## config.mk

```make
export PLATFORM = sky130hd
export DESIGN_NAME = branch_predictor_param
export DESIGN_NICKNAME = d
export VERILOG_FILES = /design/src/rtl/branch_predictor_param.sv
export SDC_FILE = /design/constraint.sdc
export NUM_CORES = 1
export LEC_CHECK = 0
export CAP_MARGIN = 25
export CORE_MARGIN = 10
export CORE_UTILIZATION = 40
export DETAILED_ROUTE_END_ITERATION = 10
export HOLD_SLACK_MARGIN = 0.08
export PLACE_DENSITY = 0.65
export SKIP_LAST_GASP = 1
export SYNTH_ARGS = -nofsm -noshare
export SYNTH_HDL_FRONTEND = slang
export SYNTH_SLANG_ARGS = --single-unit
```

## constraint.sdc

```tcl
create_clock -name clk -period 25.6 [get_ports clk]
set_input_delay 6.4 -clock clk [delete_from_list [all_inputs] [get_ports clk]]
set_output_delay 6.4 -clock clk [all_outputs]
set_load 0.1 [all_outputs]
```

## src/rtl/branch_predictor_param.sv

```systemverilog
// IF-stage branch predictor: 2-bit counter PHT (bimodal or gshare)
// plus a circular return-address stack for jalr returns.
module branch_predictor_param #(
    parameter int IDX_W     = 6,
    parameter int GHR_W     = 6,
    parameter int MODE      = 1,
    parameter int RAS_DEPTH = 4
) (
    input  logic              clk,
    input  logic              rst,
    input  logic              stall,
    input  logic              flush,
    input  logic [31:0]       pc,
    input  logic              B_type,
    input  logic              jal,
    input  logic              jalr,
    input  logic [4:0]        Rd,
    input  logic [4:0]        Rs1,
    input  logic [31:0]       pc_add_4,
    output logic              pred_taken,
    output logic [GHR_W-1:0]  pred_ghr,
    output logic              ras_valid,
    output logic [31:0]       ras_target,
    input  logic              upd_valid,
    input  logic [31:0]       upd_pc,
    input  logic [GHR_W-1:0]  upd_ghr,
    input  logic              upd_taken
);

    localparam int NUM = 1 << IDX_W;
    localparam int PW  = $clog2(RAS_DEPTH);
    localparam logic [PW:0] L_DEPTH = (PW+1)'(RAS_DEPTH);

    logic [1:0]       r_pht [NUM];
    logic [GHR_W-1:0] r_ghr;
    logic [31:0]      r_ras [RAS_DEPTH];
    logic [PW-1:0]    r_ptr;
    logic [PW:0]      r_cnt;

    logic [IDX_W-1:0] w_phist;
    logic [IDX_W-1:0] w_uhist;
    logic [IDX_W-1:0] w_pidx;
    logic [IDX_W-1:0] w_uidx;
    logic [1:0]       w_ucnt;
    logic [GHR_W-1:0] w_ghr_nxt;
    logic [GHR_W-1:0] w_upd_shift;
    logic [GHR_W-1:0] w_pred_shift;
    logic             w_rd_link;
    logic             w_rs1_link;
    logic             w_push;
    logic             w_pop;
    logic             w_cnt_nz;
    logic             w_wr_en;
    logic [PW-1:0]    w_wr_idx;
    logic [PW-1:0]    w_ptr_nxt;
    logic [PW:0]      w_cnt_nxt;
    logic             w_unused;

    assign w_unused = ^{pc[31:IDX_W+2], pc[1:0],
                        upd_pc[31:IDX_W+2], upd_pc[1:0]};

    // Bimodal mode ignores history entirely
    assign w_phist = (MODE != 0) ? IDX_W'(r_ghr)   : '0;
    assign w_uhist = (MODE != 0) ? IDX_W'(upd_ghr) : '0;

    assign w_pidx = pc[IDX_W+1:2] ^ w_phist;
    assign w_uidx = upd_pc[IDX_W+1:2] ^ w_uhist;
    assign w_ucnt = r_pht[w_uidx];

    assign pred_taken = r_pht[w_pidx][1];
    assign pred_ghr   = r_ghr;

    always_ff @(posedge clk or posedge rst) begin
        if (rst) begin
            for (int i = 0; i < NUM; i++) begin
                r_pht[i] <= 2'b01;
            end
        end else if (upd_valid) begin
            if (upd_taken && w_ucnt != 2'b11) begin
                r_pht[w_uidx] <= w_ucnt + 2'd1;
            end else if (!upd_taken && w_ucnt != 2'b00) begin
                r_pht[w_uidx] <= w_ucnt - 2'd1;
            end
        end
    end

    // Shift form also covers GHR_W=1: the old bit simply falls off
    assign w_upd_shift  = (upd_ghr << 1) | GHR_W'(upd_taken);
    assign w_pred_shift = (r_ghr << 1) | GHR_W'(pred_taken);

    always_comb begin
        w_ghr_nxt = r_ghr;
        if (flush) begin
            w_ghr_nxt = upd_valid ? w_upd_shift : upd_ghr;
        end else if (!stall && B_type) begin
            w_ghr_nxt = w_pred_shift;
        end
    end

    always_ff @(posedge clk or posedge rst) begin
        if (rst) begin
            r_ghr <= '0;
        end else begin
            r_ghr <= w_ghr_nxt;
        end
    end

    assign w_rd_link  = (Rd == 5'd1) || (Rd == 5'd5);
    assign w_rs1_link = (Rs1 == 5'd1) || (Rs1 == 5'd5);
    assign w_push     = (jal || jalr) && w_rd_link;
    assign w_pop      = jalr && w_rs1_link &&
                        !(w_rd_link && (Rd == Rs1));
    assign w_cnt_nz   = (r_cnt != '0);

    assign ras_valid  = w_pop && w_cnt_nz;
    assign ras_target = r_ras[r_ptr];

    always_comb begin
        w_ptr_nxt = r_ptr;
        w_cnt_nxt = r_cnt;
        w_wr_en   = 1'b0;
        w_wr_idx  = r_ptr;
        if (!stall && !flush) begin
            if (w_push && w_pop && w_cnt_nz) begin
                w_wr_en = 1'b1;
            end else if (w_push) begin
                w_ptr_nxt = r_ptr + PW'(1);
                w_wr_idx  = r_ptr + PW'(1);
                w_wr_en   = 1'b1;
                if (r_cnt != L_DEPTH) begin
                    w_cnt_nxt = r_cnt + (PW+1)'(1);
                end
            end else if (w_pop && w_cnt_nz) begin
                w_ptr_nxt = r_ptr - PW'(1);
                w_cnt_nxt = r_cnt - (PW+1)'(1);
            end
        end
    end

    always_ff @(posedge clk or posedge rst) begin
        if (rst) begin
            r_ptr <= '0;
            r_cnt <= '0;
        end else begin
            r_ptr <= w_ptr_nxt;
            r_cnt <= w_cnt_nxt;
        end
    end

    always_ff @(posedge clk or posedge rst) begin
        if (rst) begin
            for (int i = 0; i < RAS_DEPTH; i++) begin
                r_ras[i] <= '0;
            end
        end else if (w_wr_en) begin
            r_ras[w_wr_idx] <= pc_add_4;
        end
    end

endmodule

```

==> results of run 1 <==
==> synthesized netlist by cell type (8+ instances only) <==
cell type  instances  area (µm²)
dfrtp_1          203        5080
nor2_1            78       292.8
mux2_4            38       570.6
clkbuf_1          36       135.1
dfstp_2           64        1682
mux4_2            45        1013
nand2_1           17       63.81
o22ai_1           63       394.1
nor3_1             8       40.04
or4_1              9       67.56
nand2b_1           8       50.05
mux2_2           222        2500
nor4_1            13       81.33
buf_2              9       45.04
xor2_1            12       105.1
xnor2_1           14       122.6
==> logic make-up (layout without fill, tap and decap cells) <==
family | after synthesis | after routing | synth area share
fa+ha+maj | 3 | 3 | 0.003454
flops | 267 | 267 | 0.5186
simple gates | 158 | 158 | 0.06074
compound gates | 99 | 99 | 0.05057
mux | 314 | 314 | 0.3226
buf+inv | 60 | 180 | 0.02159
xor+xnor | 30 | 30 | 0.02245
==> through the flow <==
stage	cells	hold WS [ns]	utilization	cell area [µm²]	worst slack (ns)
4_1_cts	1491	0.4960	0.4818	15600	9.264
3_3_place_gp	1434	0.4814	0.4490	14530	9.282
6_report	1493	0.4972	0.4833	15640	9.169
3_5_place_dp	1437	0.4823	0.4511	14600	9.291
2_1_floorplan	931	0.4563	-	13040	10.35
5_1_grt	1493	0.5070	0.4833	15640	9.063
==> worst paths after layout <==
path	start	endpoint	slack [ns]
max	pc[5]	pred_taken	9.17
min	r_cnt[2]	r_cnt[2]	0.50
max reg2reg	register	r_pht[87]	21.21
min reg2reg	r_cnt[2]	r_cnt[2]	0.50
max in group asynchronous	rst	asynchronous set/reset pin	17.87
min in group asynchronous	rst	r_ras[113]	6.35
==> per-layer routing <==
| metal | track usage | vias to the layer above | part of all wire |
|---|---|---|---|
| met5 | 0 | - | 0 |
| met1 | 0.2217 | 4462 | 0.45 |
| li1 | - | 3684 | - |
| met3 | 0.03824 | 75 | 0.066 |
| met4 | 0.05247 | 0 | 0.032 |
| met2 | 0.2450 | 261 | 0.46 |
==> cell type report <==
cell class,instances,area share
tap,442,0.03535
multi-input combinational,604,0.3865
clock buffer,47,0.05519
timing repair buffer,122,0.08078
inverter,4,0.001440
sequential,267,0.4324
clock inverter,7,0.008398
==> power groups by stage <==
stage	registers (mW)	logic (mW)	clock network (mW)
2_1_floorplan	0.594	0.374	0
3_3_place_gp	0.621	0.471	0
3_5_place_dp	0.624	0.478	0
6_report	0.609	0.490	0.435
5_1_grt	0.620	0.523	0.461
4_1_cts	0.619	0.479	0.444
==> cell usage in the layout, fill, tap and decap left out, drive strengths merged, types with 7 or more instances in the layout <==
| cell | instances |
|---|---|
| xor2 | 14 |
| mux2 | 260 |
| or4 | 10 |
| nand2b | 8 |
| clkbuf | 47 |
| xnor2 | 16 |
| o22ai | 63 |
| clkdlybuf4s50 | 108 |
| mux2i | 7 |
| nor4 | 13 |
| nand3 | 10 |
| nor2b | 7 |
| buf | 14 |
| nor3 | 8 |
| dfstp | 64 |
| mux4 | 47 |
| dfrtp | 203 |
| nor2 | 78 |
| nand2 | 17 |
==> summary.txt, run 1 <==
Synthesis
  – Mapped Area: 13,040 µm²
  – Synth Area per Inst: 14.01 µm²
  – Count of flip-flops with a built-in enable after synthesis: 0
  – Register bit total from synthesis: 267
  – Ys async rst share: 1.000
  – Warnings, synthesis: 0
  – Top_reg_cell synth: dfrtp_1
  – Mapped Nets: 1,055
  – Distinct cells, synth: 51
  – Syn Inst Count: 931
  – Post-synthesis sequential area ratio: 0.5186

Clock tree
  – Max H-tree Level: 1
  – Clock buffer count from CTS: 29
  – Later-pin clock latency in the skew report: 0.56 ns
  – Worst-path clk slew: 0.06 ns
  – Clock Tree Buf Depth: 3
  – Hold-fix buffers at CTS: 0
  – CTS resizes: 0
  – # clock sinks: 267
  – Root Buffer: clkbuf_16
  – CTS tree: yes
  – Postcts setup bufs: 0

Cells and area
  – Diodes inserted: 0
  – Nets@finish: 1,152
  – FF/Latch Area: 6764 µm²
  – FILL cells: 2,864
  – Area Growth Syn to Fin: 19.98%
  – Area of the multi-input gates: 6046 µm²
  – Share of cells above drive strength 1: 0.4253

Power
  – Switch Pwr: 531.9 µW
  – Combinational share of power: 0.320
  – P_leak: 6.758 nW
  – Design Power: 1.534 mW
  – Pint: 1.002 mW
  – Clock Power Share: 0.284
  – Power per cell area: 98.07 nW/µm²
  – VDD IR-drop max: 0.05483 mV
  – Sw frac: 0.3467
  – Share of power burned in registers: 0.397

Detailed routing
  – DRC: 0
  – Via density: 5.681
  – WL/cell: 22.05 µm
  – DRT Wirelength: 32.93 mm
  – First-pass DRT Iterations: 5
  – Via count: 8,482
  – Routed Antenna Nets: 0
  – 1st-iter DRT viols: 707

Place
  – HPWL Detailed: 20.71 mm
  – Placer congestion estimate: 0.8662
  – I/O Buffers: 108

GRT
  – GR Overflow Total: 0
  – Largest net degree at the start of global routing: 105
  – Initial antenna violation count: 0
  – Gr usage total: 0.1610
  – First-pass GRT wire length: 52.49 mm
  – Vias in the first global route: 8,871

Timing
  – Fmax achieved: 60.86 MHz
  – Slew HR: 0.2938
  – Least-Margin Pin Slew: 1.056 ns
  – Finish-stage setup viols: 0
  – Period utilization: 0.6418
  – Final min period: 16.43 ns
  – Sum Neg Setup Slack: 0 ns
  – Clk_skew: 0.01120 ns
  – Slew Limit Fails: 0
  – RSZ-0062 raised after global routing: no
  – Final hold violation count: 0

Setup path
  – CP max stage delay: 1.00 ns
  – Peak fanout along the critical path: 13
  – CP Depth: 8
  – Worst Setup End Kind: output pin
  – CP bufs+invs: 2
  – R2R depth: 10
  – Critical Path, Cell by Cell: clkdlybuf4s50_1, xor2_1, mux4_2, o22ai_1, o21ai_0, o32ai_1, nand2_1, clkdlybuf4s50_1
  – Delay-heaviest family, CP: buffers and inverters
  – Critical path class: primary input to output pin
  – Crit start category: primary input
  – Critical Path RT: 19.20 ns
  – CP most frequent cell: clkdlybuf4s50_1
  – Critical path's slowest cell: clkdlybuf4s50_1
  – CP arrival: 10.03 ns

Die
  – Initial Util: 0.4028
  – Core area: 32,370 µm²
  – FP Rows: 66
  – Die Ht: 200.5 µm
  – # IOs: 161
  – Die area: 40,220 µm²
  – Die width: 200.5 µm

Run status
  – Status: complete, no violations

Hold path
  – Tightest Hold Check Type: register to register
  – Hold path depth: 1

Flow run
  – Max Cap Viol: 0
(Power assumes the default switching activity.)
==> run 2: changes to the inputs <==
--- a/config.mk
+++ b/config.mk
@@ -10,7 +10,7 @@
 export CORE_UTILIZATION = 40
 export DETAILED_ROUTE_END_ITERATION = 10
 export HOLD_SLACK_MARGIN = 0.08
-export PLACE_DENSITY = 0.65
+export PLACE_DENSITY = 0.67
 export SKIP_LAST_GASP = 1
 export SYNTH_ARGS = -nofsm -noshare
 export SYNTH_HDL_FRONTEND = slang
==> constraint.sdc (replaced) <==
create_clock -name clk -period 13.63 [get_ports clk]
set_input_delay 3.4075 -clock clk [delete_from_list [all_inputs] [get_ports clk]]
set_output_delay 3.4075 -clock clk [all_outputs]
set_load 0.1 [all_outputs]
==> summary.txt, run 2 (synthesized netlist as in run 1, its figures left out) <==
GRT
  – Gr usage total: 0.1623 (+0.001304)
  – First-pass GRT wire length: 52.93 mm (+0.84%)
  – Vias in the first global route: 9,082 (+2.4%)
  – GR Overflow Total: 0 (unchanged)
  – Initial antenna violation count: 1 (+1)
  – Largest net degree at the start of global routing: 114 (+8.6%)

Setup path
  – Critical Path, Cell by Cell: clkdlybuf4s50_1, xor2_1, mux4_2, mux2i_1, o311ai_0, or3b_1, nand2_1, clkdlybuf4s50_1
  – Peak fanout along the critical path: 10 (-3)
  – Critical path class: primary input to output pin
  – Crit start category: primary input
  – R2R Setup Slk: 9.28 ns (-11.93 ns)
  – R2R depth: 10 (unchanged)
  – Worst Setup End Kind: output pin
  – CP arrival: 7.35 ns (-2.68 ns)
  – Critical Path RT: 10.22 ns (-8.98 ns)
  – CP max stage delay: 1.14 ns (+0.14 ns)
  – Reg-to-Reg End: r_pht[65]
  – Critical path's slowest cell: clkdlybuf4s50_1
  – CP most frequent cell: clkdlybuf4s50_1

Die
  – Die Ht: 200.5 µm (unchanged)
  – # IOs: 161 (unchanged)
  – Initial Util: 0.4028 (unchanged)
  – FP Rows: 66 (unchanged)
  – Core area: 32,370 µm² (unchanged)
  – Die width: 200.5 µm (unchanged)
  – Die area: 40,220 µm² (unchanged)

Timing
  – Sum Neg Setup Slack: 0 ns (unchanged)
  – Final min period: 10.75 ns
  – Slew HR: 0.2761 (-0.01777)
  – Period utilization: 0.7890
  – Clk_skew: 0.009551 ns (-0.001646 ns)
  – Slew Limit Fails: 0 (unchanged)
  – Finish-stage setup viols: 0 (unchanged)
  – RSZ-0062 raised after global routing: no
  – Fmax achieved: 92.99 MHz
  – Least-Margin Pin Slew: 1.082 ns (+0.02629 ns)
  – Final hold violation count: 0 (unchanged)

Clock tree
  – Clock buffer count from CTS: 30 (+3.4%)
  – # clock sinks: 267 (unchanged)
  – CTS resizes: 0 (unchanged)
  – Clock Tree Buf Depth: 3 (unchanged)
  – Hold-fix buffers at CTS: 0 (unchanged)
  – Postcts setup bufs: 0 (unchanged)
  – Later-pin clock latency in the skew report: 0.56 ns (about the same)
  – Root Buffer: clkbuf_16
  – Worst-path clk slew: 0.06 ns (about the same)
  – CTS tree: yes
  – Max H-tree Level: 1 (unchanged)

Detailed routing
  – DRC: 0 (unchanged)
  – WL/cell: 22.29 µm (+1.1%)
  – Via density: 5.606 (-1.3%)
  – First-pass DRT Iterations: 4 (-1)
  – 1st-iter DRT viols: 679 (-4.0%)
  – DRT Wirelength: 33.33 mm (+1.2%)
  – Via count: 8,381 (-1.2%)
  – Routed Antenna Nets: 0 (unchanged)

Flow run
  – Max Cap Viol: 0 (unchanged)

Place
  – Placer congestion estimate: 0.8522 (-1.6%)
  – Placed Area: 14,580 µm² (-0.13%)
  – I/O Buffers: 108 (unchanged)
  – HPWL Detailed: 20.89 mm (+0.84%)

Cells and area
  – Share of cells above drive strength 1: 0.4292 (+0.003941)
  – Fin util: 0.4859 (+0.002589)
  – Final Cell Area: 15,730 µm² (+0.54%)
  – Diodes inserted: 0 (unchanged)
  – Commonest non-fill, non-tap cell in the layout: mux2_2
  – Commonest cells after routing, fill and taps aside: mux2_2, dfrtp_1, clkdlybuf4s50_1
  – Area Growth Syn to Fin: 20.62%
  – FILL cells: 2,830 (-1.2%)
  – Nets@finish: 1,153 (+0.087%)

Hold path
  – Hold path depth: 1 (unchanged)
  – Hold path startpoint: r_cnt[2]
  – Tightest Hold Check Type: register to register
  – WHS Endpoint: r_cnt[2]

Power
  – VDD IR-drop max: 0.1270 mV (+130%)
  – P_leak: 6.810 nW (+0.77%)
  – Power per cell area: 188.3 nW/µm² (+92%)

Run status
  – Status: complete, no violations
## run 2: cell types whose count changed in the layout (fill, tap and decap cells not counted), sizes merged
cell / previous run / this run
clkbuf: 47 / 41
clkinv: 1 / 6
bufinv: 3 / 7
inv: 6 / 5
## run 2: how the worst max path moves through the flow
stage               start     endpoint  slack (ns)
global placement    pc[4]   pred_taken        2.92
finish              pc[4]   pred_taken        2.88
global route        pc[4]   pred_taken        2.77
floorplan             rst  pred_ghr[0]        2.97
CTS                 pc[4]   pred_taken        2.91
detailed placement  pc[4]   pred_taken        2.90
## run 2: where the power goes
group          switching [mW]  internal (mW)  leakage [nW]
combinational           0.546          0.377          2.85
clock                   0.332          0.564         0.543
sequential              0.130           1.01          3.41
total                    1.01           1.95          6.81
## run 2: per-layer routing
metal,up-vias,GRT usage,wire length [µm]
met1,4362,0.2132,14340
li1,3673,-,-
met3,64,0.03970,2323
met5,-,0,15
met4,2,0.05545,997
met2,280,0.2571,15660
## run 2: per-stage QoR
| step | worst slack [ns] | total power, mW | hold WS (ns) | cells |
|---|---|---|---|---|
| after global placement | 2.919 | 2.051 | 0.4730 | 1435 |
| after detailed placement | 2.905 | 2.071 | 0.4761 | 1437 |
| after CTS | 2.912 | 2.978 | 0.4910 | 1493 |
| after global routing | 2.768 | 3.090 | 0.5150 | 1495 |
| after floorplan | 2.975 | 1.819 | 0.4563 | 931 |
| final | 2.877 | 2.962 | 0.4851 | 1495 |
## run 2: cell type report
class | count | area (µm²) | share of cell area
sequential | 267 | 6763 | 0.4300
multi-input combinational | 604 | 6041 | 0.3841
timing repair buffer | 122 | 1239 | 0.07876
clock buffer | 41 | 842.1 | 0.05354
tap | 442 | 553.0 | 0.03516
clock inverter | 15 | 267.8 | 0.01702
inverter | 4 | 22.52 | 0.001432
## run 2: worst max-delay path, delay by kind of cell
family / cells / cell delay [ns]
AND/OR/NAND/NOR: 2 / 0.55
AO/OA/AOI/OAI: 1 / 0.37
XOR/XNOR: 1 / 0.86
buffers and inverters: 2 / 1.66
multiplexers: 2 / 0.50
==> run 3: changes to the inputs <==
--- a/config.mk
+++ b/config.mk
@@ -10,7 +10,7 @@
 export CORE_UTILIZATION = 40
 export DETAILED_ROUTE_END_ITERATION = 10
 export HOLD_SLACK_MARGIN = 0.08
-export PLACE_DENSITY = 0.67
+export PLACE_DENSITY = 0.65
 export SKIP_LAST_GASP = 1
 export SYNTH_ARGS = -nofsm -noshare
 export SYNTH_HDL_FRONTEND = slang
==> constraint.sdc (replaced) <==
create_clock -name clk -period 11 [get_ports clk]
set_input_delay 2.75 -clock clk [delete_from_list [all_inputs] [get_ports clk]]
set_output_delay 2.75 -clock clk [all_outputs]
set_load 0.1 [all_outputs]
==> summary.txt, run 3 (synthesized netlist as in run 1, its figures left out) <==
Run status
  – Status: complete, no violations

Setup path
  – CP arrival: 6.83 ns (-0.52 ns)
  – R2R depth: 10 (unchanged)
  – Crit start category: primary input
  – R2R Setup Slk: 6.52 ns (-2.76 ns)
  – Reg-to-Reg End: r_pht[11]
  – Critical path's slowest cell: clkdlybuf4s50_1
  – Critical Path, Cell by Cell: clkdlybuf4s50_1, xor2_2, buf_4, mux4_2, o211a_1, a22o_1, o32ai_1, nand2_1, clkdlybuf4s50_1
  – Worst Setup End Kind: output pin
  – CP most frequent cell: clkdlybuf4s50_1
  – Critical path class: primary input to output pin
  – Critical Path RT: 8.25 ns (-1.97 ns)
  – Peak fanout along the critical path: 9 (-1)
  – CP max stage delay: 1.01 ns (-0.13 ns)

Detailed routing
  – First-pass DRT Iterations: 5 (+1)
  – Via density: 5.679 (+1.3%)
  – DRC: 0 (unchanged)
  – 1st-iter DRT viols: 721 (+6.2%)
  – WL/cell: 22.22 µm (-0.32%)
  – Routed Antenna Nets: 0 (unchanged)
  – Via count: 8,456 (+0.89%)
  – DRT Wirelength: 33.09 mm (-0.72%)

Timing
  – Final min period: 9.583 ns
  – Final hold violation count: 0 (unchanged)
  – Least-Margin Pin Slew: 1.107 ns (+0.02445 ns)
  – Slew Limit Fails: 0 (unchanged)
  – Final Worst Setup Slack: 1.417 ns (-1.460 ns)
  – Period utilization: 0.8712
  – Slew HR: 0.2597 (-0.01635)
  – RSZ-0062 raised after global routing: no
  – Fmax achieved: 104.4 MHz
  – Clk_skew: 0.02227 ns (+0.01271 ns)
  – Finish-stage setup viols: 0 (unchanged)
  – Sum Neg Setup Slack: 0 ns (unchanged)

Cells and area
  – Area of the multi-input gates: 6046 µm² (about the same)
  – FILL cells: 2,844 (+0.49%)
  – Area Growth Syn to Fin: 19.11%
  – Commonest cells after routing, fill and taps aside: mux2_2, dfrtp_1, clkdlybuf4s50_1
  – FF/Latch Area: 6764 µm² (about the same)
  – Fin cells: 1,489 (-0.40%)
  – Nets@finish: 1,148 (-0.43%)
  – Commonest non-fill, non-tap cell in the layout: mux2_2
  – Diodes inserted: 0 (unchanged)
  – Share of cells above drive strength 1: 0.4279 (-0.001361)

GRT
  – Grt met2 use: 0.2565 (-0.0006034)
  – GR Overflow Total: 0 (unchanged)
  – Gr usage total: 0.1613 (-0.0009793)
  – Vias in the first global route: 8,862 (-2.4%)
  – GRT met1 Usage: 0.2193 (+0.006044)
  – Initial antenna violation count: 1 (unchanged)
  – GRT met3 Usage: 0.03937 (-0.0003227)
  – Largest net degree at the start of global routing: 152 (+33%)
  – Top Usage Layer GRT: met2
  – First-pass GRT wire length: 52.69 mm (-0.46%)

Flow run
  – Max Cap Viol: 0 (unchanged)

Clock tree
  – Root Buffer: clkbuf_16
  – Clock buffer count from CTS: 30 (unchanged)
  – Later-pin clock latency in the skew report: 0.56 ns (about the same)
  – Hold-fix buffers at CTS: 0 (unchanged)
  – # clock sinks: 267 (unchanged)
  – CTS tree: yes
  – Postcts setup bufs: 0 (unchanged)
  – Worst-path clk slew: 0.06 ns (about the same)
  – Clock Tree Buf Depth: 3 (unchanged)
  – CTS resizes: 0 (unchanged)
  – Max H-tree Level: 1 (unchanged)

Die
  – Initial Util: 0.4028 (unchanged)
  – Die area: 40,220 µm² (unchanged)
  – Die Ht: 200.5 µm (unchanged)
  – # IOs: 161 (unchanged)
  – Die width: 200.5 µm (unchanged)
  – Core area: 32,370 µm² (unchanged)
  – FP Rows: 66 (unchanged)

Hold path
  – WHS Endpoint: r_ras[43]
  – Hold path startpoint: r_ras[43]
  – Tightest Hold Check Type: register to register
  – Hold path depth: 1 (unchanged)

Power
  – VDD IR-drop max: 0.1324 mV (+4.2%)
  – P_leak: 6.720 nW (-1.3%)
  – Design Power: 3.513 mW (+19%)
  – Power per cell area: 226.2 nW/µm² (+20%)

Place
  – I/O Buffers: 108 (unchanged)
  – HPWL Detailed: 20.89 mm (about the same)
  – Placed cell count: 1,434 (-0.21%)
  – Placer congestion estimate: 0.8510 (-0.14%)
  – DP Worst Slack: 1.502 ns (-1.403 ns)
==> run 3: stage by stage <==
stage	area (µm²)	utilization	hold slack, ns
4_1_cts	15530	0.4798	0.5015
2_1_floorplan	13040	-	0.4563
6_report	15530	0.4798	0.4999
3_5_place_dp	14570	0.4500	0.4878
3_3_place_gp	14540	0.4491	0.4816
5_1_grt	15530	0.4798	0.5132
==> run 3: area by class of cell <==
type / instances / area share
clock inverters: 10 / 0.003625
inverters: 4 / 0.001450
well taps: 442 / 0.03561
flip-flops and latches: 267 / 0.4355
repair buffers: 117 / 0.07605
multi-input cells: 604 / 0.3893
clock buffers: 45 / 0.05849
==> run 3: how the worst max path moves through the flow <==
stage / startpoint / endpoint / slack [ns] / cells past startpoint
after global placement: pc[2] / pred_taken / 1.46 / 9
after global routing: pc[2] / pred_taken / 1.26 / 9
after floorplan: rst / pred_ghr[0] / 1.00 / 1
final: pc[2] / pred_taken / 1.42 / 9
after detailed placement: pc[2] / pred_taken / 1.50 / 9
after CTS: pc[2] / pred_taken / 1.48 / 9
==> run 3: routing by layer <==
metal  part of all wire  vias up
met5            0.00024        -
met1               0.45     4449
li1                   -     3684
met2               0.46      265
met3              0.069       56
met4              0.019        2
==> run 3: critical path: cells and delay by family <==
kind | cells | cell delay [ns]
AO/OA/AOI/OAI | 3 | 0.90
XOR/XNOR | 1 | 0.69
buffers and inverters | 3 | 1.85
multiplexers | 1 | 0.53
AND/OR/NAND/NOR | 1 | 0.11
==> run 3: where the power goes <==
group,internal [mW],switching [mW]
Sequential,1.25,0.190
Combinational,0.464,0.642
Clock,0.567,0.398
==> edit 1: new RTL, flow settings as in run 1 <==
`MODE`: 1 -> 0.
--- a/src/rtl/branch_predictor_param.sv
+++ b/src/rtl/branch_predictor_param.sv
@@ -3,7 +3,7 @@
 module branch_predictor_param #(
     parameter int IDX_W     = 6,
     parameter int GHR_W     = 6,
-    parameter int MODE      = 1,
+    parameter int MODE      = 0,
     parameter int RAS_DEPTH = 4
 ) (
     input  logic              clk,
Check against the original RTL: not equivalent (Yosys sat finds a counterexample within 4 cycles, from zero or initial values and one cycle with rst high).
==> edit 1 against run 1 <==
Worst hold slack lost 14 ps; worst setup slack gained 100 ps; clock power grew 7.6%; area after synthesis grew 4.5%; critical path depth shrank 2; wire length grew 0.49%; die area grew 4.1%; total power shrank 10%; sequential power shrank 13%; sequential cell count is the same; register-to-register slack gained 390 ps; final area grew 3.5%; largest cell class unchanged; largest power group unchanged; highest routed layer unchanged.
==> edit 1: results (changes against run 1) <==
Placed design
  – Placer Congestion: 0.767 (-11%)
  – Hpwl dp: 20,800 um (+0.41%)

Routing
  – Routed wl met3: 1590 um (-27%)
  – Vias post-DR: 8,636 (+1.8%)
  – Drt pass-1 iters: 7 (+2)
  – Routed len/inst: 21.4 um (-3.1%)
  – Routed length on met1: 14,800 um (+0.89%)
  – Met2 WL: 16,100 um (+7.1%)

Power and ir drop
  – Leakage: 6.95 nW (+2.8%)
  – Net switching power: 448 uW (-16%)
  – Peak supply drop: 0.0000524 V (-4.4%)

Timing
  – Slew Limit Headroom: 26.7% (-2.7 points)

Layout
  – Layout cell share with drive strength beyond 1: 42.8% (+0.24 points)
  – Layout clock area frac: 6.86% (+0.50 points)
  – Total of fill cells in the finished design: 2,926 (+2.2%)
  – N_diodes: 1 (+1)
  – NumNets Final: 1,198 (+4.0%)
  – Storage element area: 6760 sq um (about the same)
  – Non-Clock Buffer Count: 130 (+6.6%)
  – Data buffer area share: 7.93% (-0.15 points)
  – Nonclk inv count: 13 (+9)
  – Multi-input comb cells: 631 (+4.5%)

Global routing
  – Largest net degree at the start of global routing: 136 (+30%)
  – First-pass GRT wire length: 52,900 um (+0.70%)
  – GR met1 Demand/Resource: 21.4% (-0.74 points)
  – Initial antenna violation count: 1 (+1)
  – Met3 Use GR: 2.59% (-1.2 points)
  – Total Routing Usage GR: 15.6% (-0.47 points)

Logic synthesis
  – Ranking of synthesized cells by area: dfrtp_1 37%, mux2_2 17%, dfstp_2 12%
  – Post-synthesis sequential area ratio: 49.6% (-2.2 points)
  – Commonest cells in the netlist: 203 x dfrtp_1, 201 x mux2_2, 75 x nor2_1
  – Distinct cells, synth: 73 (+43%)

Worst setup path
  – WP data arrival: 9930 ps (-100 ps)
  – Critical path fanouts, max: 16 (+3)

Floorplanning
  – Die area: 41,900 sq um (+4.1%)

Clock tree
  – CTS H-Tree Depth: 1 (unchanged)
  – CTS buffer count: 31 (+6.9%)

Outcome
  – Status: completed
==> edit 1: final timing paths <==
kind                                           to  slack, ps  depth (start not counted)
setup reg to reg           r_pht[109]$_DFFE_PP0P_      21600                         11
hold / removal                           register        480                          2
max in group asynchronous   r_ras[48]$_DFFE_PP0P_      17010                          5
hold reg to reg                          register        480                          2
setup / recovery                       pred_taken       9270                          6
min in group asynchronous   r_pht[95]$_DFFE_PP0P_       6160                          2
==> edit 1: kinds of logic (layout without fill, tap and decap cells) <==
group,after synthesis,after routing
buffers and inverters,90,201
AND/OR/NAND/NOR,156,156
flip-flops,267,267
adder cells (fa/ha/maj),3,3
other,0,1
multiplexers,326,326
AO/OA/AOI/OAI,139,139
XOR/XNOR,7,7
==> edit 1: stage by stage <==
step / instances / cell area, sq um / hold slack, ps / utilization, % / setup slack [ps]
after floorplan: 988 / 13600 / 456 / - / 10930
after global placement: 1485 / 15000 / 469 / 44.6 / 9290
after detailed placement: 1486 / 15000 / 473 / 44.7 / 9300
after CTS: 1544 / 16100 / 485 / 48.0 / 9290
after global routing: 1548 / 16200 / 496 / 48.2 / 9160
final: 1548 / 16200 / 483 / 48.2 / 9270
==> edit 1: power groups by stage <==
stage                     clock [mW]  combinational [mW]  sequential [mW]
after floorplan                    0               0.292            0.529
after global placement             0               0.379            0.530
after detailed placement           0               0.386            0.532
after CTS                      0.479               0.386            0.526
after global routing           0.494               0.407            0.534
final                          0.468               0.383            0.527
==> edit 1: critical path, stage by stage <==
cell             delay [ps]
clkdlybuf4s50_1        1120
mux4_2                  360
mux2i_1                 120
a222oi_1                320
a22o_1                  380
clkdlybuf4s50_1        1200
==> edit 2: new RTL, config.mk and constraints of run 1 <==
Without the edit above. Put one more register stage on the output `pred_ghr`, without a reset. The value now appears one clock later. The other outputs are not delayed to match.
--- a/src/rtl/branch_predictor_param.sv
+++ b/src/rtl/branch_predictor_param.sv
@@ -68,7 +68,9 @@
     assign w_ucnt = r_pht[w_uidx];
 
     assign pred_taken = r_pht[w_pidx][1];
-    assign pred_ghr   = r_ghr;
+    always_ff @(posedge clk) begin
+        pred_ghr <= r_ghr;
+    end
 
     always_ff @(posedge clk or posedge rst) begin
         if (rst) begin
Formal check against the unedited RTL: not equivalent (Yosys sat finds a counterexample within 4 cycles, from zero or initial values and one cycle with rst high).
==> edit 2 against run 1 <==
Synthesized cell count increased by 8.4%; worst setup slack improved by 130 ps; utilization decreased by 0.074 points; total power decreased by 1.4%; wire length increased by 8.0%; critical path depth increased by 1; sequential cell count increased by 6; cell count increased by 6.2%; clock power decreased by 4%; area after synthesis decreased by 0.14%; sequential power increased by 3.8%; final area decreased by 0.41%; via count increased by 6.7%; global-route usage increased by 1.2 points; highest routed layer unchanged.
==> edit 2: results (changes against run 1) <==
Outcome
  – Status: completed

Worst setup path
  – Worst Reg-to-Reg Cells: 12 (+2)
  – WP data arrival: 9900 ps (-130 ps)
  – RR Endpoint: r_pht[43]$_DFFE_PP0P_
  – R2R Setup Slk: 21,070 ps (-140 ps)
  – Critical path fanouts, max: 16 (+3)

Logic synthesis
  – Post-synthesis xor/xnor area fraction: 2.07% (-0.18 points)
  – Commonest cells in the netlist: 203 x dfrtp_1, 193 x mux2_2, 140 x nor2_1
  – Mux share of post-synthesis cell area: 26.1% (-6.2 points)
  – Syn Nets: 1,133 (+7.4%)
  – Distinct cells, synth: 54 (+5.9%)
  – Async S/R FF share, synth: 97.8% (-2.2 points)
  – Ranking of synthesized cells by area: dfrtp_1 39%, mux2_2 17%, dfstp_2 13%
  – Adder-cell share of the synthesized area: 0.346% (+0.00050 points)
  – Compound-Gate Fraction of Synth Area: 9.03% (+4.0 points)

Placed design
  – Hpwl dp: 23,000 um (+11%)
  – I/O Buffers: 108 (unchanged)
  – Pre-CTS setup slack: 9290 ps (+0.270 ps)
  – Placer Congestion: 0.881 (+1.7%)

Worst hold path
  – Min-delay src: r_ghr[5]$_DFFE_PP0P_
  – Worst hold stages: 0 (-1)
  – Hold worst-path end: pred_ghr[5]$_DFF_P_

Global routing
  – First-pass GRT wire length: 56,300 um (+7.2%)
  – Vias in the first global route: 9,491 (+7.0%)
  – Initial antenna violation count: 2 (+2)
  – Total Routing Usage GR: 17.3% (+1.2 points)
  – Largest net degree at the start of global routing: 133 (+27%)

Clock tree
  – Clk root buf: clkbuf_16
  – CTS buffer count: 30 (+3.4%)

Power and ir drop
  – Leakage: 6.58 nW (-2.6%)
  – Switching Fraction: 35.6% (+0.95 points)
  – Peak supply drop: 0.0000559 V (+2.0%)

Routing
  – Routed len/inst: 22.4 um (+1.6%)
  – DR iter-0 viols: 1,063 (+50%)
  – Vias/cell: 5.70 (+0.42%)

Layout
  – NumNets Final: 1,243 (+7.9%)
  – Total of fill cells in the finished design: 2,871 (+0.24%)
  – Layout cell share with drive strength beyond 1: 33.3% (-9.2 points)

Timing
  – Hold_ws: 429 ps (-68.7 ps)
  – Final Skew: 9.56 ps (-1.64 ps)
  – Slew @ Worst Pin: 1070 ps (+16.4 ps)
  – Final setup margin: 9300 ps (+134 ps)
[edit 2: metrics by stage]
step / cell area (sq um) / total power, mW / util (%) / cells
2_1_floorplan: 13000 / 0.963 / - / 1009
3_3_place_gp: 14600 / 1.09 / 45.2 / 1527
3_5_place_dp: 14600 / 1.10 / 45.3 / 1528
4_1_cts: 15600 / 1.52 / 48.2 / 1584
5_1_grt: 15600 / 1.59 / 48.2 / 1585
6_report: 15600 / 1.51 / 48.3 / 1586
[edit 2: cell type report]
cell class                 instances  share of cell area, %
multi-input combinational        678                   37.9
clock inverter                     7                  0.707
tap                              442                   3.55
inverter                           6                  0.193
sequential                       273                   44.2
antenna                            1                 0.0161
timing repair buffer             130                   8.08
clock buffer                      49                   5.34
[edit 2: worst max-delay path by stage]
stage | start | end | cells past startpoint
2_1_floorplan | pc[2] | pred_taken | 6
3_3_place_gp | pc[2] | pred_taken | 9
3_5_place_dp | pc[2] | pred_taken | 9
4_1_cts | pc[2] | pred_taken | 9
5_1_grt | pc[6] | pred_taken | 7
6_report | pc[2] | pred_taken | 9
[edit 2: power groups by stage]
stage	Sequential, mW	Combinational [mW]	Clock (mW)
global placement	0.633	0.458	0
finish	0.632	0.464	0.417
CTS	0.631	0.467	0.427
floorplan	0.606	0.357	0
global route	0.645	0.497	0.444
detailed placement	0.637	0.465	0
[edit 2: routing by layer]
layer,global-route usage (%),vias to the layer above,part of all wire (%)
met4,4.38,0,2.4
met3,5.10,69,8.8
met1,22.3,4593,41
met5,0,-,0
li1,-,4013,-
met2,27.9,373,48
[edit 2: logic make-up after synthesis]
| logic type | Yosys count |
|---|---|
| DFF | 273 |
| muxes | 256 |
| and+or+nand+nor | 226 |
| AOI/OAI and AO/OA | 164 |
| buffers and inverters | 58 |
| xor gates and xnor gates | 29 |
| adders and majority gates | 3 |
